### config.mk
export PLATFORM = sky130hd
export DESIGN_NAME = psg_voice_alloc
export DESIGN_NICKNAME = d
export VERILOG_FILES = /design/src/rtl/psg_pkg.sv /design/src/rtl/psg_voice_pick.sv /design/src/rtl/psg_voice_alloc.sv
export SDC_FILE = /design/constraint.sdc
export NUM_CORES = 1
export LEC_CHECK = 0
export CAP_MARGIN = 15
export CORE_MARGIN = 2
export CORE_UTILIZATION = 55
export CTS_CLUSTER_DIAMETER = 80
export DETAILED_ROUTE_END_ITERATION = 10
export GPL_TIMING_DRIVEN = 0
export PLACE_DENSITY_LB_ADDON = 0.05
export SLEW_MARGIN = 20
export SYNTH_ARGS = -nofsm -noshare
export SYNTH_HDL_FRONTEND = slang
export SYNTH_SLANG_ARGS = --single-unit
### constraint.sdc
create_clock -name clk -period 10.7 [get_ports clk]
set_clock_uncertainty 0.05 [all_clocks]
set_input_delay 2.14 -clock clk [delete_from_list [all_inputs] [get_ports clk]]
set_output_delay 2.14 -clock clk [all_outputs]
set_load 0.03 [all_outputs]
### src/rtl/psg_pkg.sv
// Shared types and default widths for the PSG voice allocator.
package psg_pkg;
  localparam int NVOICE_DEF = 5;
  localparam int KEYW_DEF   = 7;
  localparam int RELW_DEF   = 12;
  localparam int AGEW       = 8;
  localparam int VIDXW      = 3;

  typedef enum logic [1:0] {
    V_IDLE    = 2'd0,
    V_ACTIVE  = 2'd1,
    V_RELEASE = 2'd2
  } voice_state_e;

  typedef enum logic [1:0] {
    S_IDLE   = 2'd0,
    S_SCAN   = 2'd1,
    S_COMMIT = 2'd2
  } ctrl_state_e;

  // Saturating age step: ages hold at all-ones instead of wrapping.
  function automatic logic [AGEW-1:0] age_inc(input logic [AGEW-1:0] a);
    return (a == '1) ? a : a + AGEW'(1);
  endfunction
endpackage

### src/rtl/psg_voice_pick.sv
// Combinational voice selection: note-on priority chain and note-off key match.
module psg_voice_pick
  import psg_pkg::*;
#(
  parameter int NVOICE = NVOICE_DEF,
  parameter int KEYW   = KEYW_DEF,
  parameter int RELW   = RELW_DEF
) (
  input  voice_state_e [NVOICE-1:0]            vstate_i,
  input  logic         [NVOICE-1:0][KEYW-1:0]  vkey_i,
  input  logic         [NVOICE-1:0][AGEW-1:0]  age_i,
  input  logic         [NVOICE-1:0][RELW-1:0]  cnt_i,
  input  logic                                 req_on_i,
  input  logic         [KEYW-1:0]              req_key_i,
  output logic         [VIDXW-1:0]             idx_o,
  output logic                                 hit_o,
  output logic                                 steal_o
);
  logic             ret_f, off_f, idle_f, rel_f, act_f;
  logic [VIDXW-1:0] ret_i, off_i, idle_i, rel_i, act_i;
  logic [RELW-1:0]  rel_best;
  logic [AGEW-1:0]  act_best;

  always_comb begin
    // NOTE: every variable gets a default before any branch, so no latch is inferred.
    idx_o    = '0;
    hit_o    = 1'b0;
    steal_o  = 1'b0;
    ret_f    = 1'b0;  ret_i  = '0;
    off_f    = 1'b0;  off_i  = '0;
    idle_f   = 1'b0;  idle_i = '0;
    rel_f    = 1'b0;  rel_i  = '0;  rel_best = '0;
    act_f    = 1'b0;  act_i  = '0;  act_best = '0;

    // Ascending scan with strict compares keeps the lowest index on ties.
    for (int v = 0; v < NVOICE; v++) begin
      if (!ret_f && vstate_i[v] != V_IDLE && vkey_i[v] == req_key_i) begin
        ret_f = 1'b1;  ret_i = VIDXW'(v);
      end
      if (!off_f && vstate_i[v] == V_ACTIVE && vkey_i[v] == req_key_i) begin
        off_f = 1'b1;  off_i = VIDXW'(v);
      end
      if (!idle_f && vstate_i[v] == V_IDLE) begin
        idle_f = 1'b1;  idle_i = VIDXW'(v);
      end
      if (vstate_i[v] == V_RELEASE && (!rel_f || cnt_i[v] < rel_best)) begin
        rel_f = 1'b1;  rel_i = VIDXW'(v);  rel_best = cnt_i[v];
      end
      if (vstate_i[v] == V_ACTIVE && (!act_f || age_i[v] > act_best)) begin
        act_f = 1'b1;  act_i = VIDXW'(v);  act_best = age_i[v];
      end
    end

    if (req_on_i) begin
      hit_o = 1'b1;
      if (ret_f)       idx_o = ret_i;
      else if (idle_f) idx_o = idle_i;
      else if (rel_f)  begin idx_o = rel_i; steal_o = 1'b1; end
      else             begin idx_o = act_i; steal_o = 1'b1; end
    end else if (off_f) begin
      idx_o = off_i;
      hit_o = 1'b1;
    end
  end
endmodule

### src/rtl/psg_voice_alloc.sv
// PSG voice allocator: 3-cycle request controller, per-voice state, ages and release counters.
module psg_voice_alloc
  import psg_pkg::*;
#(
  parameter int NVOICE = NVOICE_DEF,
  parameter int KEYW   = KEYW_DEF,
  parameter int RELW   = RELW_DEF
) (
  input  logic                   clk,
  input  logic                   rst,
  input  logic                   req_valid,
  output logic                   req_ready,
  input  logic                   req_on,
  input  logic [KEYW-1:0]        req_key,
  input  logic [RELW-1:0]        rel_time,
  output logic [NVOICE-1:0]      gate_o,
  output logic [NVOICE-1:0]      mix_sel_o,
  output logic [NVOICE*KEYW-1:0] key_o,
  output logic                   done_o,
  output logic [VIDXW-1:0]       done_voice,
  output logic                   done_hit,
  output logic                   done_steal
);
  ctrl_state_e                         fsm_q, fsm_d;
  logic                                on_q;
  logic         [KEYW-1:0]             rkey_q;
  logic         [VIDXW-1:0]            pick_idx_q, pick_idx;
  logic                                pick_hit_q, pick_hit, pick_steal_q, pick_steal;
  voice_state_e [NVOICE-1:0]           vstate_q, vstate_d;
  logic         [NVOICE-1:0][KEYW-1:0] vkey_q, vkey_d;
  logic         [NVOICE-1:0][AGEW-1:0] age_q, age_d;
  logic         [NVOICE-1:0][RELW-1:0] cnt_q, cnt_d;
  logic         [NVOICE-1:0]           gate_q, gate_d, mix_q, mix_d;
  logic                                done_q, done_hit_q, done_steal_q;
  logic         [VIDXW-1:0]            done_voice_q;

  psg_voice_pick #(.NVOICE(NVOICE), .KEYW(KEYW), .RELW(RELW)) u_pick (
    .vstate_i (vstate_q),
    .vkey_i   (vkey_q),
    .age_i    (age_q),
    .cnt_i    (cnt_q),
    .req_on_i (on_q),
    .req_key_i(rkey_q),
    .idx_o    (pick_idx),
    .hit_o    (pick_hit),
    .steal_o  (pick_steal)
  );

  always_comb begin
    fsm_d     = fsm_q;
    req_ready = (fsm_q == S_IDLE);
    unique case (fsm_q)
      S_IDLE:   if (req_valid) fsm_d = S_SCAN;
      S_SCAN:   fsm_d = S_COMMIT;
      S_COMMIT: fsm_d = S_IDLE;
      default:  fsm_d = S_IDLE;
    endcase
  end

  always_comb begin
    vstate_d = vstate_q;
    vkey_d   = vkey_q;
    age_d    = age_q;
    cnt_d    = cnt_q;
    gate_d   = '0;
    mix_d    = '0;
    for (int v = 0; v < NVOICE; v++) begin
      if (vstate_q[v] == V_RELEASE) begin
        if (cnt_q[v] == '0) vstate_d[v] = V_IDLE;
        else                cnt_d[v]    = cnt_q[v] - RELW'(1);
      end
    end
    // Commit is applied after the expiry pass so it overrides a same-cycle expiry.
    if (fsm_q == S_COMMIT) begin
      for (int v = 0; v < NVOICE; v++) begin
        if (VIDXW'(v) == pick_idx_q) begin
          if (on_q) begin
            vstate_d[v] = V_ACTIVE;
            vkey_d[v]   = rkey_q;
            age_d[v]    = '0;
            cnt_d[v]    = '0;
          end else if (pick_hit_q) begin
            vstate_d[v] = (rel_time == '0) ? V_IDLE : V_RELEASE;
            cnt_d[v]    = rel_time;
          end
        end else if (on_q && vstate_q[v] != V_IDLE) begin
          age_d[v] = age_inc(age_q[v]);
        end
      end
    end
    for (int v = 0; v < NVOICE; v++) begin
      gate_d[v] = (vstate_d[v] == V_ACTIVE);
      mix_d[v]  = (vstate_d[v] != V_IDLE);
    end
  end

  always_ff @(posedge clk) begin
    if (rst) begin
      // NOTE: sequential state uses non-blocking assignments only.
      fsm_q        <= S_IDLE;
      on_q         <= 1'b0;
      rkey_q       <= '0;
      pick_idx_q   <= '0;
      pick_hit_q   <= 1'b0;
      pick_steal_q <= 1'b0;
      for (int v = 0; v < NVOICE; v++) vstate_q[v] <= V_IDLE;
      vkey_q       <= '0;
      age_q        <= '0;
      cnt_q        <= '0;
      gate_q       <= '0;
      mix_q        <= '0;
      done_q       <= 1'b0;
      done_voice_q <= '0;
      done_hit_q   <= 1'b0;
      done_steal_q <= 1'b0;
    end else begin
      fsm_q <= fsm_d;
      if (fsm_q == S_IDLE && req_valid) begin
        on_q   <= req_on;
        rkey_q <= req_key;
      end
      if (fsm_q == S_SCAN) begin
        pick_idx_q   <= pick_idx;
        pick_hit_q   <= pick_hit;
        pick_steal_q <= pick_steal;
      end
      vstate_q     <= vstate_d;
      vkey_q       <= vkey_d;
      age_q        <= age_d;
      cnt_q        <= cnt_d;
      gate_q       <= gate_d;
      mix_q        <= mix_d;
      done_q       <= (fsm_q == S_COMMIT);
      done_voice_q <= (fsm_q == S_COMMIT) ? pick_idx_q : '0;
      done_hit_q   <= (fsm_q == S_COMMIT) && pick_hit_q;
      done_steal_q <= (fsm_q == S_COMMIT) && pick_steal_q;
    end
  end

  assign gate_o     = gate_q;
  assign mix_sel_o  = mix_q;
  assign key_o      = vkey_q;
  assign done_o     = done_q;
  assign done_voice = done_voice_q;
  assign done_hit   = done_hit_q;
  assign done_steal = done_steal_q;
endmodule
==> impl_metrics.ini <==
[synth]
seq_area_frac_synth = 0.2966
synth_edf_count = 0
async_reset_ff_frac = 0
netlist_area_um2 = 11880
synth_fa_ha_area_frac = 0.09059
synth_top_family_by_area = simple AND/OR/NAND/NOR gates
synth_cell_types = 76
synth-simple-area-share = 0.2662
syn_inst = 1568
ys.warnings.count = 0
synth_area_per_cell_um2 = 7.575
synth-seq-cells = 176
synthesis.nets = 1677
ys.flop_type = dfxtp_1
synthXorXnorAreaFrac = 0.06784
muxShareOfSynthArea = 0.04488
synth_compound_area_frac = 0.1874

[cells_and_area]
final_cell_mix = nand2_1 (208), nor2_1 (197), dfxtp_1 (176)
drive_above_1_share = 0.05738
fin_util = 0.6424
final_common_cell = nand2_1
syn_to_final_growth_pct = 14.05
antenna_cells = 0
nFillCells = 1939
fin_nets = 1769

[sta]
rsz0062_at_grt = false
fin_crit_sh = 0.8637
worst_pin_slew_ns = 0.9369
fin_tns_setup_ns = 0
slew_violations = 0
hold_viol = 0
setup_viol = 0
slew_headroom = 0.3696
min_period_ns = 9.242
fmax_ghz = 0.1082

[worst_setup_path]
endpoint = pick_idx_q[0]
crit_fanout = 10
reg2reg_from = vstate_q[1]
end_kind = register
cpMaxStageDelayCell = dfxtp_1
crit_path_start_kind = register
required_ns = 10.95
path_class = register to register
cpMostUsedCell = a21o_1
worstSetupStartpoint = vstate_q[1]
r2r_setup_slack_ns = 1.46
max_stage_delay_ns = 0.42
arrival_ns = 9.49
crit-reg2reg-capture = pick_idx_q[0]
reg2regPathDepth = 35

[clock_network]
insertion_delay_ns = 0.45
htree_num_levels = 4
cts_hold_buf = 0
cts-root-buf = clkbuf_16
path_clk_slew_ns = 0.08
cts_tree = done
cts_buffers = 17
post-cts-setup-buffers = 0
ctsResizeCount = 0
cts.path.max_buffers = 2
clock-sinks = 176

[grt]
grt.met3_usage = 0.05904
top_usage_layer = met2
grt_use_total = 0.3304
grt_max_degree = 20
gr-usage-met1 = 0.4670
grt_pass1_vias = 10850
overflow = 0
use_met2 = 0.5109
antenna_found_initial = 0
grt_pass1_wl_um = 58200

[die]
io_pins = 75
core_um2 = 21090
die_h_um = 151.0
start_util = 0.5632
die_w_um = 151.0
fp.dieArea_um2 = 22790
rows = 53

[drt]
vias_per_cell = 6.103
drt_iter0_markers = 939
routed_wl_um = 37360
antenna_left = 0
wl_per_cell_um = 19.18
remaining_drc_errors = 0
num_vias = 11890
first_pass_iters = 6

[power_and_ir_drop]
p_per_area_nw_per_um2 = 104.5
peakVddDrop_mv = 0.1001
leakagePower_nw = 5.059

[place]
place_hpwl_um = 29000
place.gp.congestion = 0.9442
numPortBuffers = 73

[hold_path]
min_path_type = register to register

[run]
maxCapViolations = 0

[run_status]
outcome = complete, no violations
-- area by class of cell --
class / count / area (um2) / area share
multi-input combinational: 1258 / 7802 / 0.5760
sequential: 176 / 3523 / 0.2601
timing repair buffer: 73 / 730.7 / 0.05394
clock buffer: 17 / 425.4 / 0.03140
tap: 275 / 344.1 / 0.02540
buffer: 67 / 300.3 / 0.02217
inverter: 67 / 251.5 / 0.01856
clock inverter: 15 / 168.9 / 0.01247
-- critical path: cells and delay by family (launching register included) --
| kind | cells | cell delay [ns] |
|---|---|---|
| compound gates | 19 | 4.64 |
| simple gates | 5 | 0.89 |
| fa+ha+maj | 4 | 1.28 |
| buf+inv | 5 | 0.96 |
| flops | 1 | 0.42 |
| mux | 2 | 0.81 |
-- cells in the mapped netlist, types with 3 or more instances --
library cell | count | area share
and3_1 | 7 | 0.0037
or3_1 | 14 | 0.0074
a311o_1 | 3 | 0.0025
mux2i_1 | 33 | 0.028
nor2_1 | 197 | 0.062
nor4_2 | 3 | 0.0032
a21o_1 | 11 | 0.0070
nand3_1 | 50 | 0.021
and2_1 | 12 | 0.0063
or4_1 | 5 | 0.0032
o211ai_1 | 4 | 0.0025
a211o_1 | 5 | 0.0037
nand4_1 | 29 | 0.015
nor4_1 | 14 | 0.0074
inv_1 | 67 | 0.021
nand2b_1 | 21 | 0.011
o21ai_0 | 70 | 0.029
mux2_2 | 18 | 0.017
a21oi_1 | 132 | 0.056
or2_2 | 10 | 0.0053
o21a_1 | 9 | 0.0057
nor3_1 | 47 | 0.020
xnor2_1 | 65 | 0.048
nand3b_1 | 6 | 0.0038
clkbuf_1 | 48 | 0.015
o22ai_1 | 43 | 0.023
dfxtp_1 | 176 | 0.30
xor2_1 | 27 | 0.020
o221ai_1 | 3 | 0.0022
buf_2 | 14 | 0.0059
a2111o_1 | 5 | 0.0047
a211oi_1 | 10 | 0.0063
a22oi_1 | 3 | 0.0019
ha_1 | 86 | 0.091
or3b_2 | 3 | 0.0022
o21ai_1 | 6 | 0.0025
nand2_1 | 208 | 0.066
nor2b_1 | 25 | 0.013
nor3b_1 | 7 | 0.0044
a31oi_1 | 23 | 0.012
-- how the worst min path moves through the flow --
stage / from / to / slack (ns) / depth (start not counted)
floorplan: pick_steal_q / pick_steal_q / 0.38 / 2
global placement: key_o[3] / key_o[3] / 0.42 / 2
detailed placement: key_o[9] / key_o[9] / 0.43 / 2
CTS: key_o[9] / key_o[9] / 0.44 / 2
global route: key_o[12] / key_o[12] / 0.45 / 2
finish: key_o[9] / key_o[9] / 0.43 / 2
-- metal layers --
layer | vias to the layer above | routed length (um)
met3 | 81 | 2979
met1 | 5570 | 17120
met4 | 0 | 1071
li1 | 5743 | -
met2 | 494 | 16180
met5 | - | 0
-- sequential cells by signal (all words and copies together), names as in the netlist, 3 cells and up --
| register | flops |
|---|---|
| rkey_q | 7 |
| gate_o | 5 |
| vstate_q | 10 |
| key_o | 35 |
| age_q | 40 |
| cnt_q | 60 |
| pick_idx_q | 3 |
| mix_sel_o | 5 |
| done_voice | 3 |
-- power by group --
part           internal [W]  switching [W]  total, W
sequential         0.000660     0.00000619  0.000666
combinational     0.0000373      0.0000796  0.000117
clock              0.000314       0.000319  0.000633
-- logic make-up (layout without fill, tap and decap cells) --
family	Yosys count	after routing
AO/OA/AOI/OAI	357	357
XOR/XNOR	92	92
adder cells (fa/ha/maj)	86	86
buffers and inverters	134	239
flip-flops	176	176
multiplexers	51	51
AND/OR/NAND/NOR	672	672
-- through the flow --
| stage | hold slack, ns | power, W | worst slack [ns] | cell area [um2] | std cells |
|---|---|---|---|---|---|
| floorplan | 0.3773 | 0.0007499 | 3.042 | 11880 | 1568 |
| global placement | 0.4234 | 0.0007934 | 1.706 | 12950 | 1916 |
| detailed placement | 0.4277 | 0.0007946 | 1.681 | 12950 | 1916 |
| CTS | 0.4395 | 0.001415 | 1.634 | 13550 | 1948 |
| global route | 0.4547 | 0.001447 | 0.9966 | 13550 | 1948 |
| finish | 0.4317 | 0.001416 | 1.458 | 13550 | 1948 |
Note: power is estimated with default switching activity, not from simulation.
